--- config.mk ---
export PLATFORM = sky130hd
export DESIGN_NAME = result_matrix_reader_flat
export DESIGN_NICKNAME = d
export VERILOG_FILES = /design/src/rtl/result_matrix_reader_if.sv /design/src/rtl/result_matrix_reader.sv /design/src/flat_wrapper.sv
export SDC_FILE = /design/constraint.sdc
export NUM_CORES = 1
export LEC_CHECK = 0
export CAP_MARGIN = 20
export CORE_MARGIN = 2
export CORE_UTILIZATION = 40
export DETAILED_ROUTE_END_ITERATION = 8
export GPL_TIMING_DRIVEN = 1
export PLACE_DENSITY = 0.95
export SYNTH_ARGS = -nofsm -noshare
export SYNTH_HDL_FRONTEND = slang
export SYNTH_SLANG_ARGS = --single-unit
--- constraint.sdc ---
create_clock -name clock -period 2.4 [get_ports clock]
set_clock_uncertainty 0.05 [all_clocks]
set_input_delay 0.36 -clock clock [delete_from_list [all_inputs] [get_ports clock]]
set_output_delay 0.36 -clock clock [all_outputs]
set_load 0.05 [all_outputs]
--- src/rtl/result_matrix_reader_if.sv ---
// Handshake and RAM-read bundle between result_matrix_reader (master) and its RAM/consumer (slave).
interface result_matrix_reader_if #(
   parameter int ADDR_WIDTH   = 7,
   parameter int RESULT_WIDTH = 24
);
   logic                    start;
   logic [RESULT_WIDTH-1:0] expected_sum;
   logic [ADDR_WIDTH-1:0]   addrA;
   logic [ADDR_WIDTH-1:0]   addrB;
   logic [RESULT_WIDTH-1:0] addrA_value;
   logic [RESULT_WIDTH-1:0] addrB_value;
   logic                    out_valid;
   logic                    out_ready;
   logic [RESULT_WIDTH-1:0] out_dataA;
   logic [RESULT_WIDTH-1:0] out_dataB;
   logic                    busy;
   logic                    done;
   logic                    sum_error;

   modport master (
      input  start, expected_sum, addrA_value, addrB_value, out_ready,
      output addrA, addrB, out_valid, out_dataA, out_dataB, busy, done, sum_error
   );

   modport slave (
      output start, expected_sum, addrA_value, addrB_value, out_ready,
      input  addrA, addrB, out_valid, out_dataA, out_dataB, busy, done, sum_error
   );
endinterface

--- src/rtl/result_matrix_reader.sv ---
// Drains a result RAM as word pairs (2k, 2k+1) over a valid/ready handshake.
// Optional checksum against expected_sum when RESULT_MATRIX_READER_CHECKSUM_EN is defined.
module result_matrix_reader #(
   parameter int ADDR_WIDTH   = 7,
   parameter int RESULT_WIDTH = 24
) (
   input logic                   clock,
   input logic                   reset,
   result_matrix_reader_if.master bus
);
   // state   | meaning
   // IDLE    | waiting for start
   // ISSUE   | read addresses 2k/2k+1 presented to the RAM
   // CAPTURE | RAM data registered into out_dataA/out_dataB
   // SEND    | out_valid high, waiting for out_ready
   // DONE    | one-cycle done pulse, then IDLE
   localparam int PW = ADDR_WIDTH - 1;

   typedef enum logic [2:0] {IDLE, ISSUE, CAPTURE, SEND, DONE} state_t;

   state_t        state;
   logic [PW-1:0] k;
   logic [PW-1:0] k_next;

   assign k_next = k + 1'b1;

   always_ff @(posedge clock) begin
      if (!reset) begin
         state         <= IDLE;
         k             <= '0;
         bus.addrA     <= '0;
         bus.addrB     <= '0;
         bus.out_dataA <= '0;
         bus.out_dataB <= '0;
         bus.out_valid <= 1'b0;
         bus.busy      <= 1'b0;
         bus.done      <= 1'b0;
      end else begin
         bus.done <= 1'b0;
         case (state)
            IDLE: begin
               if (bus.start) begin
                  state     <= ISSUE;
                  k         <= '0;
                  bus.addrA <= '0;
                  bus.addrB <= ADDR_WIDTH'(1);
                  bus.busy  <= 1'b1;
               end
            end
            ISSUE: state <= CAPTURE;
            CAPTURE: begin
               bus.out_dataA <= bus.addrA_value;
               bus.out_dataB <= bus.addrB_value;
               bus.out_valid <= 1'b1;
               state         <= SEND;
            end
            SEND: begin
               if (bus.out_ready) begin
                  bus.out_valid <= 1'b0;
                  // last pair sits at the all-ones address; stop instead of wrapping
                  if (&bus.addrB) begin
                     state    <= DONE;
                     bus.done <= 1'b1;
                  end else begin
                     k         <= k_next;
                     bus.addrA <= {k_next, 1'b0};
                     bus.addrB <= {k_next, 1'b1};
                     state     <= ISSUE;
                  end
               end
            end
            DONE: begin
               state    <= IDLE;
               bus.busy <= 1'b0;
            end
            default: state <= IDLE;
         endcase
      end
   end

`ifdef RESULT_MATRIX_READER_CHECKSUM_EN
   logic [RESULT_WIDTH-1:0] acc;
   logic [RESULT_WIDTH-1:0] exp_sum;
   logic [RESULT_WIDTH-1:0] pair_sum;

   assign pair_sum = acc + bus.out_dataA + bus.out_dataB;

   always_ff @(posedge clock) begin
      if (!reset) begin
         acc           <= '0;
         exp_sum       <= '0;
         bus.sum_error <= 1'b0;
      end else if (state == IDLE && bus.start) begin
         acc           <= '0;
         exp_sum       <= bus.expected_sum;
         bus.sum_error <= 1'b0;
      end else if (state == SEND && bus.out_ready) begin
         acc <= pair_sum;
         if (&bus.addrB) bus.sum_error <= (pair_sum != exp_sum);
      end
   end
`else
   assign bus.sum_error = 1'b0;
`endif
endmodule

--- src/flat_wrapper.sv ---
// flat-port wrapper written by rule: the top's interface ports become plain ports
module result_matrix_reader_flat 
#(
   parameter int ADDR_WIDTH   = 7,
   parameter int RESULT_WIDTH = 24
)
  (clock, reset, bus_start, bus_expected_sum, bus_addrA_value, bus_addrB_value, bus_out_ready, bus_addrA, bus_addrB, bus_out_valid, bus_out_dataA, bus_out_dataB, bus_busy, bus_done, bus_sum_error);
  result_matrix_reader_if #(.ADDR_WIDTH(ADDR_WIDTH), .RESULT_WIDTH(RESULT_WIDTH)) bus_i ();
  input logic clock;
  input logic reset;
  input wire logic [$bits(bus_i.start)-1:0] bus_start;
  input wire logic [$bits(bus_i.expected_sum)-1:0] bus_expected_sum;
  input wire logic [$bits(bus_i.addrA_value)-1:0] bus_addrA_value;
  input wire logic [$bits(bus_i.addrB_value)-1:0] bus_addrB_value;
  input wire logic [$bits(bus_i.out_ready)-1:0] bus_out_ready;
  output wire logic [$bits(bus_i.addrA)-1:0] bus_addrA;
  output wire logic [$bits(bus_i.addrB)-1:0] bus_addrB;
  output wire logic [$bits(bus_i.out_valid)-1:0] bus_out_valid;
  output wire logic [$bits(bus_i.out_dataA)-1:0] bus_out_dataA;
  output wire logic [$bits(bus_i.out_dataB)-1:0] bus_out_dataB;
  output wire logic [$bits(bus_i.busy)-1:0] bus_busy;
  output wire logic [$bits(bus_i.done)-1:0] bus_done;
  output wire logic [$bits(bus_i.sum_error)-1:0] bus_sum_error;
  assign bus_i.start = bus_start;
  assign bus_i.expected_sum = bus_expected_sum;
  assign bus_i.addrA_value = bus_addrA_value;
  assign bus_i.addrB_value = bus_addrB_value;
  assign bus_i.out_ready = bus_out_ready;
  assign bus_addrA = bus_i.addrA;
  assign bus_addrB = bus_i.addrB;
  assign bus_out_valid = bus_i.out_valid;
  assign bus_out_dataA = bus_i.out_dataA;
  assign bus_out_dataB = bus_i.out_dataB;
  assign bus_busy = bus_i.busy;
  assign bus_done = bus_i.done;
  assign bus_sum_error = bus_i.sum_error;
  result_matrix_reader #(.ADDR_WIDTH(ADDR_WIDTH), .RESULT_WIDTH(RESULT_WIDTH)) u_core (.clock(clock), .reset(reset), .bus(bus_i));
endmodule
# Yosys cells after proc, flatten, opt, wreduce, memory -nomap -nowiden
# Cells that the tools add are included.
# W data, S select, Z words.
dict set report word_totals {
  output_inout_bits 66
  mem_bits_rw 0
  word_cells 48
  mem_count 0
  latchBits 0
  register_bits 74
  mem_bits_ro 0
}
dict set report classes {
  n_eq_ne 7
  n_addsub 1
  muxes 21
  shift 0
  div 0
  n_lt_le_gt_ge 0
  mul 0
  n_bitwise 0
  n_reduce_logical 10
}
# operator count
set op_table {}
lappend op_table {{$mux W7} 6}
lappend op_table {{$pmux W7 S2} 2}
lappend op_table {{$mux W6} 3}
lappend op_table {{$pmux W3 S4} 1}
lappend op_table {{$pmux W6 S2} 1}
lappend op_table {{$mux W3} 3}
lappend op_table {{$reduce_and A7 Y1} 1}
lappend op_table {{$add A6 B1 Y6 const B} 1}
lappend op_table {{$eq A3 B2 Y1 const B} 2}
lappend op_table {{$ne A2 B2 Y1 const B} 3}
lappend op_table {{$reduce_and A2 Y1} 3}
lappend op_table {{$reduce_bool A2 Y1} 3}
lappend op_table {{$pmux W1 S2} 2}
lappend op_table {{$reduce_and A4 Y1} 1}
lappend op_table {{$eq A3 B1 Y1 const B} 1}
lappend op_table {{$eq A3 B3 Y1 const B} 1}
lappend op_table {{$logic_not A3 Y1} 1}
lappend op_table {{$mux W1} 3}
lappend op_table {{$reduce_and A3 Y1} 1}

# Logic depth before layout (Yosys ltp)
# Gate-level depths: netlist of the first run.
dict set report logic_depth {
  ltp_word 4
  depth_mapped 6
  ltp_nobuf 4
}

# Least setup slack after synthesis of the first run
# OpenSTA, ideal clock, no wires.
dict set report synth_path {
  path_kind {reg2reg}
  startpoint {reg u_core.bus.addrB[3]}
  endpoint {reg u_core.bus.addrB[2]}
  setup_slack_ns 0.677
  required_time_ns 2.276
  arrival_time_ns 1.599
  stages_incl_launch_ff 5
  synth_period_minus_slack_ns 1.723
  path_cell_list {dfxtp_1 and4_1 nand4_4 or2_0 a31oi_1}
}
dict set report synth_between {
  elab_chain_cells 3
}
# item line_no
set synth_rtl {}
lappend synth_rtl {{start: declaration} result_matrix_reader_if.sv:22} ;# output addrA, addrB, out_valid, out_dataA, out_dataB, busy, done, sum_error
lappend synth_rtl {{start signal: assignment} result_matrix_reader.sv:67} ;# bus.addrB <= {k_next, 1'b1};
lappend synth_rtl {{$reduce_and A7 Y1} result_matrix_reader.sv:61} ;# if (&bus.addrB) begin
lappend synth_rtl {{$ne A2 B2 Y1 (no source line)} --}
lappend synth_rtl {{$reduce_and A4 Y1 (no source line)} --}
# Every way passes these cells.
# A chain may end at the register's enable or synchronous reset.

# Final worst setup path of the first run
dict set report layout_path {
  startpoint {reg u_core.bus.addrB[2]}
  endpoint {out bus_addrB[2]}
}
# item line_no
set layout_lines {}
lappend layout_lines {{end: declaration} flat_wrapper.sv:17} ;# output wire logic [$bits(bus_i.addrB)-1:0] bus_addrB;
# No word-level cell between the ends.

==> flow_summary_export.csv, run 1 <==
group,metric,value,unit
finish,post-route-util,0.6548,
hold_path,hp-start,"u_core.bus.out_dataB[5]$_SDFFE_PN0P_",
synth,synth_top_family_by_area,"simple AND/OR/NAND/NOR gates",
global_routing,grt_antenna_before_repair,0,
die,floorplan.rows,27,
clocking,path_clk_slew,0.07,ns
clocking,cts_tree,"yes",
drt,drcViolationCount,0,
worst_setup_path,critical-path-top-delay-family,"buffers and inverters",
synth,synthCells,287,
worst_setup_path,crit_type,"reg -> out",
drt,drt_wl_total,6339,um
finish,fin_nets,471,
synth,synth_compound_area_frac,0.1562,
power,cellLeakagePower,1.306,nW
synth,synth-simple-area-share,0.2399,
worst_setup_path,rrSetupSlack,0.83,ns
die,die_h,80.85,um
timing,holdWs,0.4026,ns
global_routing,grt_pass1_vias,2166,
timing,period_needed,2.050,ns
power,power.density,679.6,nW/um^2
drt,wl_per_cell,13.46,um
finish,final_cells,471,
clocking,clock_latency,0.32,ns
worst_setup_path,crit_buf_inv,1,
worst_setup_path,r2r_start,"u_core.state[0]$_SDFFE_PN0P_",
synth,netlist_top_cells_area,"dfxtp_1 52%, nand2_1 16%, a21oi_1 11%, buf_4 3.5%, buf_6 1.4%",
worst_setup_path,max_stage_delay,0.86,ns
finish,area_growth,55.46,%
clocking,cts_resized,0,
clocking,hold_buffers,0,
synth,synthMuxAreaShare,0,
synth,synth_top_area_frac,0.5169,
power,ir_drop,426.3,uV
worst_setup_path,crit_slowest_cell,"clkdlybuf4s50_1",
timing,max_slew_margin,0.6513,
synth,yosysTopAreaCell,"dfxtp_1",
global_routing,grt.total_usage,0.1995,
clocking,root_buffer,"clkbuf_8",
global_routing,grt_pass1_wl,9963,um
place,gp_congestion,0.7344,
global_routing,grtUsageMet3,0.07000,
worst_setup_path,worstPathRequired,1.99,ns
worst_setup_path,crit_path_max_fanout,7,
synth,synth.distinct_cells,37,
hold_path,min_to,"u_core.bus.out_dataB[5]$_SDFFE_PN0P_",
worst_setup_path,r2r_end,"u_core.bus.addrB[5]$_SDFFE_PN0P_",
global_routing,top_usage_layer,"met2",
timing,fin_crit_sh,0.8540,
timing,tns,0,ns
finish,insertedDiodeCount,0,
power,finalPower,2.496,mW
die,start_util,0.4212,
synth,netlist_area,2362,um^2
clocking,clk_path_buf_depth,2,
die,io_pins,142,
synth,synth-xor-area-share,0,
drt,drt-initial-drc-count,114,
timing,setup_viol,0,
synth,ys_warn_count,0,
synth,synth.most_common_cell,"nand2_1",
clocking,cts_setup_buffers,0,
finish,final_layout_size_suffix_gt1_frac,0.05764,
global_routing,use_met1,0.2165,
hold_path,hold_path.class,"reg -> reg",
global_routing,grt_max_degree,30,
timing,tightest_slew,0.5214,ns
die,core_area,5608,um^2
synth,netlist_top_cells_count,"100 x nand2_1, 61 x dfxtp_1, 50 x a21oi_1, 11 x buf_4, 7 x clkbuf_1",
die,die-area,6537,um^2
worst_setup_path,worstPathArrival,1.64,ns
job,maxCapViolations,0,
worst_setup_path,rr_worst_depth,4,
drt,first_pass_iters,4,
timing,hold_viol,0,
place,io_buffers,115,
synth,ys_async_sr_fraction,0,
synth,synth_edf_count,0,
worst_setup_path,worstPathCellList,"clkdlybuf4s50_1",
worst_setup_path,cp-end-kind,"output port",
die,fp.dieW,80.85,um
worst_setup_path,cp-start-kind,"flip-flop",
clocking,cts_inserted_buffers,9,
global_routing,met2_usage,0.3512,
synth,yosys.area_share.adder,0.005297,
timing,fmax,487.9,MHz
outcome,status,"finished, final reports clean",
synth,synth_ff_type,"dfxtp_1",
place,dp.cells,455,
global_routing,overflow,0,
clocking,h-tree-depth,3,
drt,vias,2332,
synth,yosysSeqAreaShare,0.5169,
place,dpl.hpwl,4547,um
drt,ant_nets,0,
clocking,cts.sinks,61,
timing,drv_slew,0,
drt,vias_per_cell,4.951,
synth,ys_ff_latch,61,
hold_path,hold_depth,2,
synth,postSynthAreaPerCell,8.231,um^2
timing,rsz0062_at_grt,"false",
registers in the layout, indices dropped and copies added (netlist names):
register              flops
u_core.bus.addrB          7
u_core.bus.busy           1
u_core.bus.done           1
u_core.bus.out_dataA     24
u_core.bus.out_dataB     24
u_core.bus.out_valid      1
u_core.state              3
cell families after synthesis:
kind of cell | Yosys count
adders and majority gates | 1
AOI/OAI and AO/OA | 64
and+or+nand+nor | 128
buffers and inverters | 32
DFF | 61
other | 1
worst max path at each step:
| stage | from | endpoint | slack (ns) | cells after the start |
|---|---|---|---|---|
| after detailed placement | reset | u_core.bus.addrB[5]$_SDFFE_PN0P_ | 0.40 | 5 |
| after CTS | u_core.bus.addrB[2]$_SDFFE_PN0P_ | bus_addrB[2] | 0.33 | 1 |
| after floorplan | u_core.bus.addrB[3]$_SDFFE_PN0P_ | u_core.bus.addrB[2]$_SDFFE_PN0P_ | 0.68 | 4 |
| final | u_core.bus.addrB[2]$_SDFFE_PN0P_ | bus_addrB[2] | 0.35 | 1 |
| after global routing | u_core.bus.addrB[2]$_SDFFE_PN0P_ | bus_addrA[2] | 0.28 | 1 |
| after global placement | reset | u_core.bus.addrB[5]$_SDFFE_PN0P_ | 0.44 | 5 |
per-layer routing:
layer	up-vias	share of wire
met5	-	0
met4	0	0.012
met3	9	0.086
met2	98	0.52
met1	1080	0.39
li1	1145	-
power breakdown:
| part | switching, mW | leakage [nW] | internal [mW] | total [mW] |
|---|---|---|---|---|
| clock | 0.366 | 0.0877 | 0.432 | 0.797 |
| sequential | 0.0387 | 0.497 | 1.07 | 1.11 |
| combinational | 0.361 | 0.722 | 0.225 | 0.586 |
| total | 0.765 | 1.31 | 1.73 | 2.50 |
layout make-up:
class,instances,area (um^2)
Fill cell,478,1936
Sequential cell,61,1221
Timing Repair Buffer,120,1201
Multi-Input combinational cell,195,962.2
Clock buffer,15,166.4
Tap cell,72,90.09
Inverter,7,26.28
Clock inverter,1,5.005
metrics by stage:
step	setup slack, ns	instance area [um^2]
floorplan	0.6772	2366
finish	0.3504	3672
detailed placement	0.3951	3501
CTS	0.3270	3672
global placement	0.4398	3501
global route	0.2807	3672
cells in the final DEF (no fill, tap or decap), types with 2 or more instances in the layout:
master,n
clkbuf_1,4
nand2_1,100
buf_4,4
inv_1,6
or3_1,2
a21oi_1,50
dfxtp_1,61
nor2_1,6
or3b_1,2
a31oi_1,5
nand2b_1,2
conb_1,2
nand3_1,5
clkbuf_8,11
clkdlybuf4s50_1,115
(Power assumes the default switching activity.)
==> run 2, diff against run 1 <==
--- a/config.mk
+++ b/config.mk
@@ -11,6 +11,7 @@
 export DETAILED_ROUTE_END_ITERATION = 8
 export GPL_TIMING_DRIVEN = 1
 export PLACE_DENSITY = 0.95
+export RECOVER_POWER = 50
 export SYNTH_ARGS = -nofsm -noshare
 export SYNTH_HDL_FRONTEND = slang
 export SYNTH_SLANG_ARGS = --single-unit
==> flow_summary_export.csv, run 2 (synthesis gave the netlist of run 1 again) <==
group,metric,value,unit
outcome,status,"finished, final reports clean",
clocking,cts_resized,0,
worst_setup_path,crit_type,"reg -> out",
global_routing,grt.total_usage,0.1995,
clocking,clock_latency,0.32,ns
die,floorplan.rows,27,
die,fp.dieW,80.85,um
power,ir_drop,426.4,uV
worst_setup_path,worstPathArrival,1.64,ns
drt,vias_per_cell,4.932,
finish,post-route-util,0.6535,
finish,area_growth,55.14,%
drt,drt_wl_total,6351,um
global_routing,grt_max_degree,30,
place,io_buffers,115,
drt,drt-met1-wl,2475,um
drt,dr.max_layer_used,"met4",
place,dpl.hpwl,4547,um
drt,wl_met3,529,um
clocking,cts_tree,"yes",
worst_setup_path,cp-start-kind,"flip-flop",
clocking,cts_setup_buffers,0,
finish,layout_commonest_cell,"clkdlybuf4s50_1",
global_routing,grt_pass1_wl,9963,um
place,dpl_worst_slack,0.3951,ns
timing,fmax,487.6,MHz
worst_setup_path,rr_worst_depth,4,
worst_setup_path,crit_cells,1,
worst_setup_path,crit_slowest_cell,"clkdlybuf4s50_1",
drt,ant_nets,0,
worst_setup_path,critical-path-top-delay-family,"buffers and inverters",
timing,rsz0062_at_grt,"false",
finish,fin_nets,471,
finish,insertedDiodeCount,0,
die,die_h,80.85,um
timing,drv_slew,0,
finish,final_layout_size_suffix_gt1_frac,0.05013,
worst_setup_path,max_stage_delay,0.85,ns
global_routing,overflow,0,
place,gp_congestion,0.7344,
clocking,path_clk_slew,0.07,ns
clocking,clk_path_buf_depth,2,
clocking,root_buffer,"clkbuf_8",
timing,fin_crit_sh,0.8545,
clocking,cts_inserted_buffers,9,
worst_setup_path,cp-end-kind,"output port",
die,start_util,0.4212,
drt,first_pass_iters,4,
worst_setup_path,worstPathCellList,"clkdlybuf4s50_1",
timing,period_needed,2.051,ns
finish,final_cells,471,
timing,worst_slack,0.3492,ns
timing,tns,0,ns
drt,drt-initial-drc-count,118,
drt,wl_met2,3291,um
worst_setup_path,crit_buf_inv,1,
hold_path,hold_path.class,"reg -> reg",
place,dp.cells,455,
power,cellLeakagePower,1.304,nW
timing,hold_viol,0,
finish,final_cell_area,3665,um^2
finish,largestRegisters,"u_core.bus.out_dataA (24), u_core.bus.out_dataB (24), u_core.bus.addrB (7)",
timing,max_slew_margin,0.3809,
timing,setup_viol,0,
global_routing,grt_antenna_before_repair,0,
timing,holdWs,0.4026,ns
drt,drcViolationCount,0,
die,io_pins,142,
worst_setup_path,crit_path_max_fanout,7,
worst_setup_path,rrSetupSlack,0.80,ns
die,core_area,5608,um^2
clocking,hold_buffers,0,
die,die-area,6537,um^2
clocking,h-tree-depth,3,
worst_setup_path,worstPathRequired,1.99,ns
job,maxCapViolations,0,
timing,tightest_slew,0.9277,ns
global_routing,grt_pass1_vias,2166,
place,placed_cell_area,3501,um^2
power,power.density,681.3,nW/um^2
drt,vias,2323,
drt,wl_per_cell,13.48,um
finish,mostFrequentLayoutCells,"113 x clkdlybuf4s50_1, 101 x nand2_1, 61 x dfxtp_1",
clocking,cts.sinks,61,
power,finalPower,2.497,mW
hold_path,hold_depth,2,
## run 2: changes by cell type in the layout (fill, tap and decap cells not counted), sizes merged
cell,delta
clkdlybuf4s50,-2
dlygate4sd3,+2
## run 2: where the power goes
group	internal [mW]	switching (mW)
registers	1.07	0.0387
logic	0.225	0.360
clock network	0.432	0.368
## run 2: area by class of cell
class / instances / area, um^2
Tap cell: 72 / 90.09
Timing Repair Buffer: 120 / 1201
Fill cell: 478 / 1943
Sequential cell: 61 / 1221
Inverter: 7 / 26.28
Multi-Input combinational cell: 195 / 954.7
Clock inverter: 1 / 5.005
Clock buffer: 15 / 166.4
## run 2: routing by layer
metal / global-route usage / vias up
met5: 0 / -
met1: 0.2165 / 1082
met3: 0.07000 / 6
li1: - / 1145
met2: 0.3512 / 90
met4: 0.08475 / 0
## run 2: final timing paths
kind / start / end
worst min-delay path: u_core.bus.out_dataB[5]$_SDFFE_PN0P_ / u_core.bus.out_dataB[5]$_SDFFE_PN0P_
worst max register to register: u_core.state[0]$_SDFFE_PN0P_ / u_core.bus.addrB[5]$_SDFFE_PN0P_
worst min register to register: u_core.bus.out_dataB[5]$_SDFFE_PN0P_ / u_core.bus.out_dataB[5]$_SDFFE_PN0P_
worst max-delay path: u_core.bus.addrB[5]$_SDFFE_PN0P_ / bus_addrA[5]
